<file path="src/rtl/multdiv_if.sv">
// Operand/control/result bundle between the execute stage and multdiv_iter.
// master: execute stage issuing operations; slave: the multiply/divide unit.
interface multdiv_if;
    logic [31:0] data_operandA;
    logic [31:0] data_operandB;
    logic        ctrl_MULT;
    logic        ctrl_DIV;
    logic [31:0] data_result;
    logic        data_exception;
    logic        data_resultRDY;
    logic        busy;

    modport master (
        output data_operandA, data_operandB, ctrl_MULT, ctrl_DIV,
        input  data_result, data_exception, data_resultRDY, busy
    );

    modport slave (
        input  data_operandA, data_operandB, ctrl_MULT, ctrl_DIV,
        output data_result, data_exception, data_resultRDY, busy
    );
endinterface

</file>
<file path="src/rtl/multdiv_iter.sv">
// Iterative signed 32-bit multiply (radix-4 Booth) and divide (non-restoring).
// The divider is compiled in only when MULTDIV_DIV_EN is defined.
module multdiv_iter (
    input  logic     clock,
    input  logic     resetn,
    multdiv_if.slave bus
);
    typedef enum logic [1:0] {
        S_IDLE,
        S_MUL,
        S_DIV,
        S_DONE
    } state_e;

    state_e      state_q, state_d;
    logic [4:0]  cnt_q, cnt_d;
    logic [33:0] acc_q, acc_d;
    logic [31:0] mq_q, mq_d;
    logic        qm1_q, qm1_d;
    logic [31:0] mcand_q, mcand_d;
    logic [31:0] res_q, res_d;
    logic        exc_q, exc_d;

    logic [2:0]  booth;
    logic [33:0] pp_sel;
    logic [33:0] pp;
    logic        pp_neg;
    logic [33:0] acc_sum;
    logic [33:0] acc_nx;
    logic [31:0] mq_nx;
    logic [63:0] prod;

    // Two guard bits on the accumulator absorb the +/-2M partial products.
    always_comb begin
        booth  = {mq_q[1:0], qm1_q};
        pp_neg = booth[2] & ~(booth[1] & booth[0]);
        unique case (booth)
            3'b001, 3'b010, 3'b101, 3'b110:
                pp_sel = {{2{mcand_q[31]}}, mcand_q};
            3'b011, 3'b100:
                pp_sel = {mcand_q[31], mcand_q, 1'b0};
            default:
                pp_sel = '0;
        endcase
        pp      = pp_neg ? ~pp_sel : pp_sel;
        acc_sum = acc_q + pp + {33'd0, pp_neg};
        acc_nx  = {{2{acc_sum[33]}}, acc_sum[33:2]};
        mq_nx   = {acc_sum[1:0], mq_q[31:2]};
        prod    = {acc_nx[31:0], mq_nx};
    end

`ifdef MULTDIV_DIV_EN
    logic [32:0] rem_q, rem_d;
    logic [31:0] quo_q, quo_d;
    logic [31:0] dvsr_q, dvsr_d;
    logic        neg_q, neg_d;
    logic        ovf_q, ovf_d;

    logic [32:0] rem_sh;
    logic [32:0] rem_nx;
    logic [31:0] quo_nx;
    logic [31:0] a_mag;
    logic [31:0] b_mag;

    // Remainder sign selects add or subtract; quotient bit is its inverse.
    always_comb begin
        rem_sh = {rem_q[31:0], quo_q[31]};
        rem_nx = rem_q[32] ? rem_sh + {1'b0, dvsr_q}
                           : rem_sh - {1'b0, dvsr_q};
        quo_nx = {quo_q[30:0], ~rem_nx[32]};
        a_mag  = bus.data_operandA[31] ? -bus.data_operandA
                                       : bus.data_operandA;
        b_mag  = bus.data_operandB[31] ? -bus.data_operandB
                                       : bus.data_operandB;
    end
`endif

    always_comb begin
        state_d = state_q;
        cnt_d   = cnt_q;
        acc_d   = acc_q;
        mq_d    = mq_q;
        qm1_d   = qm1_q;
        mcand_d = mcand_q;
        res_d   = res_q;
        exc_d   = exc_q;
`ifdef MULTDIV_DIV_EN
        rem_d   = rem_q;
        quo_d   = quo_q;
        dvsr_d  = dvsr_q;
        neg_d   = neg_q;
        ovf_d   = ovf_q;
`endif
        if (bus.ctrl_MULT) begin
            state_d = S_MUL;
            cnt_d   = '0;
            acc_d   = '0;
            mq_d    = bus.data_operandB;
            qm1_d   = 1'b0;
            mcand_d = bus.data_operandA;
        end else if (bus.ctrl_DIV) begin
`ifdef MULTDIV_DIV_EN
            if (bus.data_operandB == '0) begin
                state_d = S_DONE;
                res_d   = '0;
                exc_d   = 1'b1;
            end else begin
                state_d = S_DIV;
                cnt_d   = '0;
                rem_d   = '0;
                quo_d   = a_mag;
                dvsr_d  = b_mag;
                neg_d   = bus.data_operandA[31] ^ bus.data_operandB[31];
                ovf_d   = (bus.data_operandA == 32'h8000_0000) &&
                          (bus.data_operandB == 32'hFFFF_FFFF);
            end
`else
            state_d = S_DONE;
            res_d   = '0;
            exc_d   = 1'b1;
`endif
        end else begin
            unique case (state_q)
                S_IDLE: state_d = S_IDLE;
                S_MUL: begin
                    acc_d = acc_nx;
                    mq_d  = mq_nx;
                    qm1_d = mq_q[1];
                    cnt_d = cnt_q + 5'd1;
                    if (cnt_q == 5'd15) begin
                        state_d = S_DONE;
                        res_d   = prod[31:0];
                        exc_d   = prod[63:32] != {32{prod[31]}};
                    end
                end
                S_DIV: begin
`ifdef MULTDIV_DIV_EN
                    rem_d = rem_nx;
                    quo_d = quo_nx;
                    cnt_d = cnt_q + 5'd1;
                    if (cnt_q == 5'd31) begin
                        state_d = S_DONE;
                        res_d   = neg_q ? -quo_nx : quo_nx;
                        exc_d   = ovf_q;
                    end
`else
                    state_d = S_IDLE;
`endif
                end
                S_DONE: state_d = S_IDLE;
            endcase
        end
    end

    always_ff @(posedge clock) begin
        if (!resetn) begin
            state_q <= S_IDLE;
            cnt_q   <= '0;
            acc_q   <= '0;
            mq_q    <= '0;
            qm1_q   <= 1'b0;
            mcand_q <= '0;
            res_q   <= '0;
            exc_q   <= 1'b0;
`ifdef MULTDIV_DIV_EN
            rem_q   <= '0;
            quo_q   <= '0;
            dvsr_q  <= '0;
            neg_q   <= 1'b0;
            ovf_q   <= 1'b0;
`endif
        end else begin
            state_q <= state_d;
            cnt_q   <= cnt_d;
            acc_q   <= acc_d;
            mq_q    <= mq_d;
            qm1_q   <= qm1_d;
            mcand_q <= mcand_d;
            res_q   <= res_d;
            exc_q   <= exc_d;
`ifdef MULTDIV_DIV_EN
            rem_q   <= rem_d;
            quo_q   <= quo_d;
            dvsr_q  <= dvsr_d;
            neg_q   <= neg_d;
            ovf_q   <= ovf_d;
`endif
        end
    end

    assign bus.data_result    = res_q;
    assign bus.data_exception = exc_q;
    assign bus.data_resultRDY = (state_q == S_DONE);
    assign bus.busy           = (state_q == S_MUL) || (state_q == S_DIV);
endmodule
</file>
<file path="src/flat_wrapper.sv">
// flat-port wrapper written by rule: the top's interface ports become plain ports
module multdiv_iter_flat 
  (clock, resetn, bus_data_operandA, bus_data_operandB, bus_ctrl_MULT, bus_ctrl_DIV, bus_data_result, bus_data_exception, bus_data_resultRDY, bus_busy);
  multdiv_if bus_i ();
  input  logic clock;
  input  logic resetn;
  input wire logic [$bits(bus_i.data_operandA)-1:0] bus_data_operandA;
  input wire logic [$bits(bus_i.data_operandB)-1:0] bus_data_operandB;
  input wire logic [$bits(bus_i.ctrl_MULT)-1:0] bus_ctrl_MULT;
  input wire logic [$bits(bus_i.ctrl_DIV)-1:0] bus_ctrl_DIV;
  output wire logic [$bits(bus_i.data_result)-1:0] bus_data_result;
  output wire logic [$bits(bus_i.data_exception)-1:0] bus_data_exception;
  output wire logic [$bits(bus_i.data_resultRDY)-1:0] bus_data_resultRDY;
  output wire logic [$bits(bus_i.busy)-1:0] bus_busy;
  assign bus_i.data_operandA = bus_data_operandA;
  assign bus_i.data_operandB = bus_data_operandB;
  assign bus_i.ctrl_MULT = bus_ctrl_MULT;
  assign bus_i.ctrl_DIV = bus_ctrl_DIV;
  assign bus_data_result = bus_i.data_result;
  assign bus_data_exception = bus_i.data_exception;
  assign bus_data_resultRDY = bus_i.data_resultRDY;
  assign bus_busy = bus_i.busy;
  multdiv_iter u_core (.clock(clock), .resetn(resetn), .bus(bus_i));
endmodule
</file>
<file path="config.mk">
export PLATFORM = sky130hd
export DESIGN_NAME = multdiv_iter_flat
export DESIGN_NICKNAME = d
export VERILOG_FILES = /design/src/rtl/multdiv_if.sv /design/src/rtl/multdiv_iter.sv /design/src/flat_wrapper.sv
export SDC_FILE = /design/constraint.sdc
export NUM_CORES = 1
export LEC_CHECK = 0
export CORE_UTILIZATION = 27
export CTS_BUF_LIST = sky130_fd_sc_hd__clkbuf_4 sky130_fd_sc_hd__clkbuf_8
export DETAILED_ROUTE_END_ITERATION = 8
export DONT_BUFFER_PORTS = 1
export GPL_ROUTABILITY_DRIVEN = 0
export PLACE_DENSITY_LB_ADDON = 0.08
export REMOVE_ABC_BUFFERS = 1
export SYNTH_ARGS = -nofsm -noshare
export SYNTH_HDL_FRONTEND = slang
export SYNTH_SLANG_ARGS = --single-unit
</file>
<file path="constraint.sdc">
create_clock -name clock -period 7.7 [get_ports clock]
set_clock_uncertainty 0.15 [all_clocks]
set_input_delay 0 -clock clock [delete_from_list [all_inputs] [get_ports clock]]
set_output_delay 0 -clock clock [all_outputs]
set_load 0.005 [all_outputs]
</file>
Word-level counts from Yosys, hierarchy flattened
Cells that the tools add are included.
- register bits: 137
- output and inout port bits: 35
- word-level logic and storage cells: 60
- input bits: 68
- reduce and logical (&&, ||, !) cells: 12
- add/sub/neg operators: 3
- muxes and demuxes: 15
- bitwise gates (word level): 7
- equality and inequality tests: 14
- operators with widths (kind ; count):
    2-to-1 mux 32 bit ; 6
    case mux 34 bit (2 select lines) ; 1
    adder 34 x 1 -> 34 bit ; 1
    adder 34 bit ; 1
    2-to-1 mux 34 bit ; 1
    inverter 34 bit ; 1
    != test 32 bit ; 1
    == test 3 bit, second input constant ; 3
    == test 3 x 2 -> 1 bit, second input constant ; 2
    nonzero test 2 bit ; 3
    adder 5 x 1 -> 5 bit, second input constant ; 1
    == test 5 x 4 -> 1 bit, second input constant ; 1
    == test 2 bit, second input constant ; 2
    2-to-1 mux 1 bit ; 4
    2-to-1 mux 2 bit ; 2
    != test 4 x 3 -> 1 bit, second input constant ; 1
    inverter 1 bit ; 4
    case mux 2 bit (2 select lines) ; 1
    AND reduction 2 bit ; 2
    OR reduction 2 bit ; 2
    OR reduction 4 bit ; 1
    == test 3 x 1 -> 1 bit, second input constant ; 1
    != test 3 x 2 -> 1 bit, second input constant ; 1
    AND reduction 3 bit ; 1
    other kinds (6) ; 7

Depth between registers and ports, before layout
Gate-level depths: netlist of run 1.
- depth in word-level cells: 11
- mapped depth: 19
- gate-level depth less buffers: 16

Worst setup path before layout of run 1
No wires, ideal clock.
- kind: register to register
- from: register u_core.mq_q[1]
- to: register u_core.exc_q, in the netlist u_core.bus.data_exception
- buffers on the path: 2
- stages on the path, launching flop included: 18
- data arrival time: 3990 ps
- clock period less this slack: 4266 ps
- required time: 7425 ps
- path slack: 3434 ps
- cells stage by stage: dfxtp_1 > buf_2 > inv_1 > or3_1 > clkbuf_1 > o21ai_0 > inv_1 > fa_1 > nand2b_1 > a21o_1 > a211oi_4 > or3_1 > nand4_1 > or4b_1 > a2111oi_2 > o22ai_1 > nor4b_2 > a31oi_1
- cells in the longest elaborated chain, start to end: 11
- elaborated cells between the ends (all ways): 18
- those cells by class: add/sub: 2; eq/ne: 7; mux: 5; bitwise: 2; reduce/logical: 2
- ends and longest elaborated chain (item ; RTL line ; source):
    start, declared ; multdiv_iter.sv:18 ; logic [31:0] mq_q, mq_d;
    start signal, assigned ; multdiv_iter.sv:176 ; mq_q <= mq_d;
    == test 3 x 1 -> 1 bit (tied with other cells) ; multdiv_iter.sv:37 ; unique case (booth)
    OR reduction 4 bit / OR reduction 2 bit (equally long branches) ; multdiv_iter.sv:37 ;
    case mux 34 bit (2 select lines) ; multdiv_iter.sv:37 ;
    inverter 34 bit ; multdiv_iter.sv:45 ; pp = pp_neg ? ~pp_sel : pp_sel;
    2-to-1 mux 34 bit ; multdiv_iter.sv:45 ;
    adder 34 bit ; multdiv_iter.sv:46 ; acc_sum = acc_q + pp + {33'd0, pp_neg};
    adder 34 x 1 -> 34 bit * ; multdiv_iter.sv:46 ;
    != test 32 bit * ; multdiv_iter.sv:133 ; exc_d = prod[63:32] != {32{prod[31]}};
    2-to-1 mux 1 bit * ; multdiv_iter.sv:130 ; if (cnt_q == 5'd15) begin
    2-to-1 mux 1 bit * ; multdiv_iter.sv:123 ; unique case (state_q)
    2-to-1 mux 1 bit * ; multdiv_iter.sv:101 ; end else if (bus.ctrl_DIV) begin
    end signal, assigned ; multdiv_iter.sv:164 ; exc_q <= 1'b0;
    end signal, assigned ; multdiv_iter.sv:180 ; exc_q <= exc_d;
    end, declared ; multdiv_iter.sv:22 ; logic exc_q, exc_d;
Every way passes the cells marked *; elsewhere a longest branch is shown, timed or not. The select of a mux whose other input is x is not followed.
A chain may end at the register's enable or synchronous reset.

Worst setup path after layout of run 1
Same ends and word-level chain as after synthesis.

==> results of run 1 <==
[synth_stat cells (3+ instances only)]
cell / count
nand2_1: 167
nand3_1: 29
a21o_1: 11
and3_1: 10
o31ai_1: 4
or3_1: 11
o221a_2: 3
a31oi_1: 3
a21oi_1: 135
dfxtp_1: 137
nand3b_1: 3
ha_1: 36
a22oi_1: 48
and4_1: 4
a31o_2: 3
a21boi_0: 19
clkbuf_1: 55
o211ai_1: 3
buf_1: 13
xnor2_1: 14
buf_2: 5
xor2_1: 40
o21bai_1: 3
o21a_1: 10
or2_2: 5
and2_1: 7
mux2i_1: 35
a211oi_1: 7
a211o_1: 3
nand4_1: 12
nand2b_1: 6
nor3_1: 15
or4_1: 4
nor3b_1: 6
nor2b_1: 86
o21ai_0: 56
a2111oi_0: 5
nor2_1: 48
inv_1: 11
[where the power goes]
part | internal, W | leakage, nW | switching (W)
registers | 0.000734 | 1.12 | 0.0000248
clock network | 0.000333 | 0.209 | 0.000340
logic | 0.000150 | 2.68 | 0.000170
total | 0.00122 | 4.01 | 0.000535
[through the flow]
step            power, W  worst slack, ns
2_1_floorplan  0.0009442            2.420
3_3_place_gp    0.001010            2.123
3_5_place_dp    0.001010            2.091
4_1_cts         0.001786            2.062
5_1_grt         0.001850            1.629
6_report        0.001752            2.085
[cell type report]
| cell class | count | area, µm² |
|---|---|---|
| Timing Repair Buffer | 144 | 1459 |
| Clock buffer | 18 | 241.5 |
| Multi-Input combinational cell | 883 | 5544 |
| Clock inverter | 14 | 187.7 |
| Fill cell | 3316 | 20270 |
| Sequential cell | 137 | 2744 |
| Inverter | 12 | 45.04 |
| Tap cell | 396 | 495.5 |
[path summary, 6_finish.rpt]
| path | from | to | cells after the start |
|---|---|---|---|
| hold / removal | bus_data_operandA[19] | u_core.mcand_q[19] | 3 |
| setup reg to reg | u_core.mq_q[1] | u_core.bus.data_exception | 15 |
| hold reg to reg | u_core.acc_q[25] | u_core.acc_q[25] | 2 |
| setup / recovery | u_core.mq_q[1] | u_core.bus.data_exception | 15 |
[layout by cell type (no fill, tap or decap), drive strengths merged, types with 5 or more instances in the layout]
master       instances
a2111oi              6
a211oi               9
a21boi              19
a21o                11
a21oi              136
a22oi               48
and2                 7
and3                10
buf                  9
clkbuf              18
dfxtp              137
dlygate4sd3        135
ha                  36
inv                 18
mux2i               35
nand2              167
nand2b               6
nand3               29
nand4               12
nor2                48
nor2b               86
nor3                15
nor3b                6
o21a                10
o21ai               59
or2                  5
or3                 11
xnor2               14
xor2                40
[repair_timing]
item,in CTS,in global routing
resized for setup,0,0
hold endpoints to repair,105,0
hold buffers,137,0
[worst reg2reg max path, cell delays in order, from the launching register on]
cell,delay [ns]
dfxtp_2,0.32
buf_4,0.50
inv_1,0.16
or3_1,0.82
o21ai_0,0.35
ha_1,0.40
a211o_1,0.35
a21oi_1,0.19
nand2_1,0.14
or4_1,0.43
o221a_2,0.29
and2_1,0.18
a2111oi_0,0.58
o22ai_1,0.21
nor4b_2,0.32
a31oi_1,0.11
[sequential cells by signal (all words and copies together) (netlist names)]
name                       flops
u_core.state_q                 2
u_core.bus.data_exception      1
u_core.cnt_q                   5
u_core.qm1_q                   1
u_core.mcand_q                32
u_core.acc_q                  32
u_core.bus.data_result        32
u_core.mq_q                   32
[logic make-up after synthesis]
logic type	share of synthesized area
AOI/OAI and AO/OA	0.2481
xor gates and xnor gates	0.05501
adders and majority gates	0.05472
buffers and inverters	0.03842
DFF	0.3190
muxes	0.04075
and+or+nand+nor	0.2439
[metal layers]
layer	share of wire	wire, µm	global-route usage
met5	0	0	0
met2	0.47	13070	0.2929
met1	0.49	13820	0.2369
met3	0.030	836	0.02627
met4	0.013	357	0.05265
==> out/metrics.yaml, run 1 <==
clk_latency_ns: 0.50
row_count: 64
cts_sinks: 137
synth_top_area_share: 0.3190
die_x_um: 180.4
period_share: 0.7292
synthTopCellsByArea: "dfxtp_1, a21oi_1, nand2_1"
path_buf_inv: 2
max_slew_margin: 0.2775
yosys.area.top_type: "dfxtp_1"
worstSetupStartpointType: "flop"
synthCells: 1106
dieArea_um2: 32560
period_minus_slack_ns: 5.615
cts_tree: "built"
drt-vias-per-instance: 5.105
cts_buffers: 17
drt_iter0_markers: 428
cts_root_buffer: "clkbuf_8"
cp_slowest_cell: "or3_1"
syn_area_um2: 8597
ant_nets: 0
fmax_mhz: 178.1
grt_pass1_vias: 8301
fin_util: 0.3458
r2r_slack_ns: 2.09
routed_wl_um: 28080
end_kind: "flop"
synthArstFlopShare: 0
power_density_nw_per_um2: 163.5
crit_fanout: 36
grt.overflow.total: 0
drc: 0
post-cts-setup-buffers: 0
antennaDiodeCount: 0
peakVddDrop_mv: 0.1067
cap_violations: 0
crit_required_ns: 7.93
fin_hold_ws_ns: 0.06845
cp.arrival_ns: 5.84
hold_path_class: "input port to flop"
crit_chain: "buf_4 > inv_1 > or3_1 > o21ai_0 > ha_1 > a211o_1 > a21oi_1 > nand2_1 > or4_1 > o221a_2 > and2_1 > a2111oi_0 > o22ai_1 > nor4b_2 > a31oi_1"
h-tree-depth: 4
p_leak_nw: 4.012
status: "finished clean"
tns_ns: 0
track_usage: 0.1770
synth_cell_types: 67
coreArea_um2: 30990
die_h_um: 180.4
synth_seq_cells: 137
placed_cell_area_um2: 8881
dr.pass1.iters: 5
synth_edf_count: 0
tightest_slew_ns: 1.084
synth_ff_type: "dfxtp_1"
syn2layout_area_growth_pct: 24.65
yosys_warnings: 0
initial_utilization: 0.2774
fin_nets: 1300
via_count: 8189
io_pins: 103
critPathKind: "flop to flop"
slew_viol_final: 0
path_clk_slew_ns: 0.09
grt_pass1_wl_um: 45760
rsz0062_at_grt: "no"
dpl.hpwl_um: 17780
drive_gt1_frac: 0.05546
routedWlPerCell_um: 17.51
synth-seq-area-share: 0.3190
hold_viol_final: 0
fin_cells: 1604
clock_path_buffers: 2
dp.cells: 1435
final_cell_area_um2: 10720
cpPeakStageDelay_ns: 0.82
io_buffers: 0
crit_family: "compound AO/OA/AOI/OAI gates"
grt_max_degree: 99
antenna_found_initial: 0
setup_viol: 0
synth_area_per_cell_um2: 7.773
Power figures use the tool's default switching activity.
==> run 2: changes to the inputs <==
- clock period: 7.7 -> 5 ns (I/O delays scaled with it)
==> run 2 against run 1 <==
Compared with the run above: die area unchanged; first-iteration DRC count down 5.8%; register-to-register slack worse by 1.8 ns; critical path depth down 1; design area down 2.8%; clock power up 36%.
==> out/metrics.yaml, run 2 (synthesis results as in run 1) <==
h-tree-depth: 4  # unchanged
hold_viol_final: 0  # unchanged
critPathCapture: "u_core.bus.data_exception"
cts_tree: "built"
antennaDiodeCount: 0  # unchanged
ant_nets: 0  # unchanged
worst_r2r_path_depth: 14  # -1
grt_max_degree: 99  # unchanged
dr.pass1.iters: 4  # -1
p_leak_nw: 3.939  # -1.8%
max_slew_margin: 0.3737  # +0.09627
track_usage: 0.1735  # -0.003565
placed_cell_area_um2: 9074  # +2.2%
cap_violations: 0  # unchanged
drc: 0  # unchanged
hold_buffers: 93  # -32%
coreArea_um2: 30990  # unchanged
slew_viol_final: 0  # unchanged
critPathKind: "flop to flop"
fmax_mhz: 213.8  # +20%
cp_slowest_cell: "a2111oi_0"
rsz0062_at_grt: "no"
drive_gt1_frac: 0.07660  # +0.02114
r2r_start: "u_core.mq_q[0]"
grt_pass1_vias: 7928  # -4.5%
grt_pass1_wl_um: 44530  # -2.7%
dpl.hpwl_um: 18430  # +3.7%
end_kind: "flop"
final_cell_area_um2: 10420  # -2.8%
tightest_slew_ns: 0.9374  # -0.1464 ns
via_count: 7932  # -3.1%
syn2layout_area_growth_pct: 21.16
r2r_slack_ns: 0.32  # -1.76 ns
drt_iter0_markers: 403  # -5.8%
cp.arrival_ns: 4.88  # -0.96 ns
layout_commonest_cell: "nand2_1"
io_buffers: 0  # unchanged
hold_path_class: "input port to flop"
cts-resized-gates: 0  # unchanged
clk_latency_ns: 0.48  # -0.02 ns
status: "finished clean"
power_density_nw_per_um2: 245.2  # +50%
die_h_um: 180.4  # unchanged
fin_nets: 1280  # -1.5%
clock_path_buffers: 2  # unchanged
cts_buffers: 17  # unchanged
crit_start: "u_core.mq_q[0]"
routed_wl_um: 27640  # -1.6%
path_clk_slew_ns: 0.09  # about the same
routedWlPerCell_um: 17.45  # -0.33%
grt.overflow.total: 0  # unchanged
initial_utilization: 0.2774  # unchanged
io_pins: 103  # unchanged
peakVddDrop_mv: 0.1462  # +37%
most-common-layout-cells: "nand2_1, dfxtp_1, a21oi_1, dlygate4sd3_1, nor2b_1"
reg2reg_to: "u_core.bus.data_exception"
antenna_found_initial: 1  # +1
crit_required_ns: 5.21  # -2.72 ns
met2_usage: 0.2705  # -0.02233
hold_depth: 3  # unchanged
cts_root_buffer: "clkbuf_8"
cts_sinks: 137  # unchanged
dieArea_um2: 32560  # unchanged
cpPeakStageDelay_ns: 0.62  # -0.20 ns
post-cts-setup-buffers: 0  # unchanged
period_share: 0.9355  # +0.2063
drt-vias-per-instance: 5.008  # -1.9%
crit_chain: "or3_1 > buf_4 > o21ai_0 > ha_1 > o21a_1 > a21oi_1 > nand2_1 > or4_1 > o221a_2 > and2_1 > a2111oi_0 > o22ai_1 > nor4b_2 > a31oi_1"
fillers: 3289  # -0.81%
tns_ns: 0  # unchanged
busiest_layer: "met2"
crit_fanout: 14  # -61%
use_met3: 0.03112  # +0.004850
period_minus_slack_ns: 4.677  # -0.9375 ns
setup_viol: 0  # unchanged
row_count: 64  # unchanged
worstSetupStartpointType: "flop"
grt_use_met1: 0.2406  # +0.003695
die_x_um: 180.4  # unchanged
==> run 2: cell types whose count changed in the layout (fill, tap and decap cells not counted), sizes merged <==
cell,delta
dlygate4sd3,-44
buf,+24
clkinv,+4
inv,-4
bufinv,-2
clkbuf,+1
clkinvlp,+1
==> run 2: area by class of cell <==
type | count | area, µm² | share of cell area
Multi-Input combinational cell | 883 | 5544 | 0.5323
Clock buffer | 19 | 255.2 | 0.02450
Tap cell | 396 | 495.5 | 0.04757
Timing Repair Buffer | 124 | 1211 | 0.1163
Inverter | 12 | 45.04 | 0.004324
Clock inverter | 13 | 121.4 | 0.01165
Sequential cell | 137 | 2744 | 0.2634
==> run 2: worst min-delay path by stage <==
stage / start / end
6_report: bus_data_operandB[22] / u_core.mq_q[22]
5_1_grt: bus_data_operandB[21] / u_core.mq_q[21]
4_1_cts: bus_data_operandA[2] / u_core.mcand_q[2]
3_5_place_dp: resetn / u_core.mcand_q[12]
3_3_place_gp: resetn / u_core.mcand_q[12]
2_1_floorplan: resetn / u_core.mq_q[0]
==> run 2: per-layer routing <==
layer	part of all wire	up-vias
li1	-	4061
met1	0.51	3737
met2	0.45	118
met3	0.030	14
met4	0.013	2
met5	0.00047	-
==> run 2: stage by stage <==
stage          std cells  power, W  hold slack [ns]  setup WS (ns)    util
2_1_floorplan       1032  0.001454         -0.02184        -0.2804       -
3_3_place_gp        1459  0.001575        -0.009895         0.4283  0.2928
5_1_grt             1584  0.002713          0.05126        0.01721  0.3361
3_5_place_dp        1459  0.001575        -0.009207         0.4002  0.2928
6_report            1584  0.002554          0.07881         0.3226  0.3361
4_1_cts             1584  0.002616          0.02479         0.3600  0.3361
==> run 2: worst max-delay path, delay by kind of cell, from the launching register on <==
family	cells	cell delay, ns
AND/OR/NAND/NOR	5	1.47
AO/OA/AOI/OAI	7	1.97
buffers and inverters	1	0.21
adder cells (fa/ha/maj)	1	0.37
flip-flops	1	0.39
==> run 2: power by group <==
part / internal (W) / leakage (nW) / switching (W)
Sequential: 0.00113 / 1.12 / 0.0000387
Combinational: 0.000214 / 2.64 / 0.000257
Clock: 0.000416 / 0.184 / 0.000498
Total: 0.00176 / 3.94 / 0.000794
==> run 3: changes to the inputs <==
- clock period: 5 -> 4 ns (I/O delays scaled with it)
==> run 3 against run 2 <==
Compared with the run above: the flow now finishes with violations (negative setup slack); critical path depth is 1 higher; non-clock buffer count increased by 252; sequential share of layout area down 5.2 points; utilization rose by 8.3 points; global-route usage grew 2.1 points; critical endpoint unchanged.
==> out/metrics.yaml, run 3 (synthesis results as in run 1) <==
reg2reg_to: "u_core.bus.data_exception"
ant_nets: 0  # unchanged
fin_nets: 1532  # +20%
grt_pass1_wl_um: 49840  # +12%
slew_viol_final: 0  # unchanged
tightest_slew_ns: 1.025  # +0.08803 ns
period_share: 1.033  # +0.09734
swShare: 0.2899  # -0.02111
critPathKind: "flop to flop"
p_leak_nw: 5.355  # +36%
r2r_start: "u_core.qm1_q"
crit_fanout: 14  # unchanged
clk_latency_ns: 0.50  # +0.02 ns
comb_power_share: 0.229  # +0.044
io_pins: 103  # unchanged
dr.pass1.iters: 5  # +1
final_cell_area_um2: 13000  # +25%
syn2layout_area_growth_pct: 51.20
io_buffers: 0  # unchanged
fin_util: 0.4195  # +0.08333
antenna_found_initial: 1  # unchanged
row_count: 64  # unchanged
p_switching_w: 0.001061  # +34%
crit_required_ns: 4.24  # -0.97 ns
hp-start: "bus_data_operandB[25]"
hold_viol_final: 0  # unchanged
dpl.hpwl_um: 20540  # +11%
drc: 0  # unchanged
setup_viol: 2  # +2
period_minus_slack_ns: 4.131  # -0.5461 ns
register_area_um2: 2751  # +0.27%
cts_buffers: 17  # unchanged
layout_commonest_cell: "buf_4"
r2r_slack_ns: -0.13  # -0.45 ns
cts_tree: "built"
max_slew_margin: 0.3164  # -0.05736
hold_path_class: "input port to flop"
clock_path_buffers: 2  # unchanged
power_density_nw_per_um2: 281.6  # +15%
grt_max_degree: 99  # unchanged
dp.cells: 1604  # +9.9%
violations: "negative setup slack"
die_h_um: 180.4  # unchanged
dieArea_um2: 32560  # unchanged
most-common-layout-cells: "buf_4, dlygate4sd3_1, nand2_1, dfxtp_1, a21oi_1"
cpPeakStageDelay_ns: 0.44  # -0.18 ns
coreArea_um2: 30990  # unchanged
clkPwrFrac: 0.373  # +0.015
fin_cells: 1836  # +16%
die_x_um: 180.4  # unchanged
drive_gt1_frac: 0.2125  # +0.1359
initial_utilization: 0.2774  # unchanged
worst_r2r_path_depth: 15  # +1
h-tree-depth: 4  # unchanged
multiInputGateArea_um2: 5846  # +5.4%
holdPathEnd: "u_core.mq_q[25]"
drt_iter0_markers: 443  # +9.9%
fillers: 3184  # -3.2%
cp.arrival_ns: 4.37  # -0.51 ns
path_clk_slew_ns: 0.10  # about the same
end_kind: "flop"
peakVddDrop_mv: 0.2065  # +41%
routed_wl_um: 31160  # +13%
setup_slack_ns: -0.1312  # -0.4539 ns
tns_ns: -0.1605  # -0.1605 ns
status: "finished, violations left"
cp_slowest_cell: "or3_4"
cts_sinks: 137  # unchanged
via_count: 8998  # +13%
grt_pass1_vias: 9155  # +15%
track_usage: 0.1943  # +0.02087
drt-vias-per-instance: 4.901  # -2.1%
placed_cell_area_um2: 10210  # +13%
internal_power_w: 0.002600  # +48%
fmax_mhz: 242.1  # +13%
crit_chain: "or3_4 > buf_12 > o21ai_1 > ha_1 > buf_4 > a21oi_4 > nor2_1 > or3b_1 > or3_1 > a311oi_2 > xnor2_2 > a211o_1 > a221o_1 > nor4b_2 > a31oi_1"
routedWlPerCell_um: 16.97  # -2.8%
crit_family: "simple AND/OR/NAND/NOR gates"
path_buf_inv: 2  # +1
seqPwrFrac: 0.399  # -0.059
cts_root_buffer: "clkbuf_8"
grt.overflow.total: 0  # unchanged
worstSetupStartpointType: "flop"
antennaDiodeCount: 0  # unchanged
cap_violations: 0  # unchanged
rsz0062_at_grt: "yes"
hold_depth: 3  # unchanged
==> run 3: area by class of cell <==
class	count	share of cell area
Clock inverter	12	0.01434
Multi-Input combinational cell	883	0.4497
Tap cell	396	0.03812
Inverter	12	0.003465
Clock buffer	20	0.02069
Sequential cell	137	0.2117
Timing Repair Buffer	376	0.2620
==> run 3: per-stage QoR <==
step           total power (W)  worst slack (ns)  hold WS, ns
3_5_place_dp          0.002078           -0.4267     0.005403
5_1_grt               0.003844           -0.3782      0.09538
2_1_floorplan         0.001818            -1.280     -0.02184
3_3_place_gp          0.002080           -0.4345    -0.007923
6_report              0.003661           -0.1312      0.09274
4_1_cts               0.003670           -0.1785      0.06364
==> run 3: per-layer routing <==
| layer | vias up | routed length (µm) | GRT usage |
|---|---|---|---|
| met3 | 22 | 757 | 0.02870 |
| met5 | - | 0 | 0 |
| met2 | 106 | 14600 | 0.3256 |
| met4 | 0 | 373 | 0.04376 |
| li1 | 4586 | - | - |
| met1 | 4284 | 15420 | 0.2619 |
==> run 3: power groups by stage <==
stage	Sequential, W	Clock (W)	Combinational (W)
floorplan	0.00148	0	0.000334
finish	0.00146	0.00136	0.000838
global placement	0.00149	0	0.000589
global route	0.00147	0.00146	0.000918
CTS	0.00146	0.00141	0.000798
detailed placement	0.00149	0	0.000587
==> run 3: repair_timing <==
action                                  in CTS  in global routing
gates cloned                                 0                  1
endpoints found under the setup margin       6                 18
resized for setup                           58                 47
pin swaps                                   17                 33
hold endpoints to repair                   130                  0
hold buffers                               180                  0
setup buffers                                5                 14
==> run 3: worst max path at each step <==
stage                              start                         to  slack, ns  cells past startpoint
after CTS                 u_core.mq_q[0]  u_core.bus.data_exception      -0.18                     15
after global routing        u_core.qm1_q  u_core.bus.data_exception      -0.38                     15
after detailed placement  u_core.mq_q[0]  u_core.bus.data_exception      -0.43                     16
after global placement    u_core.mq_q[0]  u_core.bus.data_exception      -0.43                     16
final                       u_core.qm1_q  u_core.bus.data_exception      -0.13                     15
after floorplan           u_core.mq_q[1]  u_core.bus.data_exception      -1.28                     15
==> run 3: worst reg2reg max path, cell delays in order (launching register included) <==
cell,delay (ns)
dfxtp_4,0.39
or3_4,0.44
buf_12,0.17
o21ai_1,0.14
ha_1,0.26
buf_4,0.16
a21oi_4,0.14
nor2_1,0.08
or3b_1,0.37
or3_1,0.37
a311oi_2,0.31
xnor2_2,0.12
a211o_1,0.28
a221o_1,0.30
nor4b_2,0.23
a31oi_1,0.11
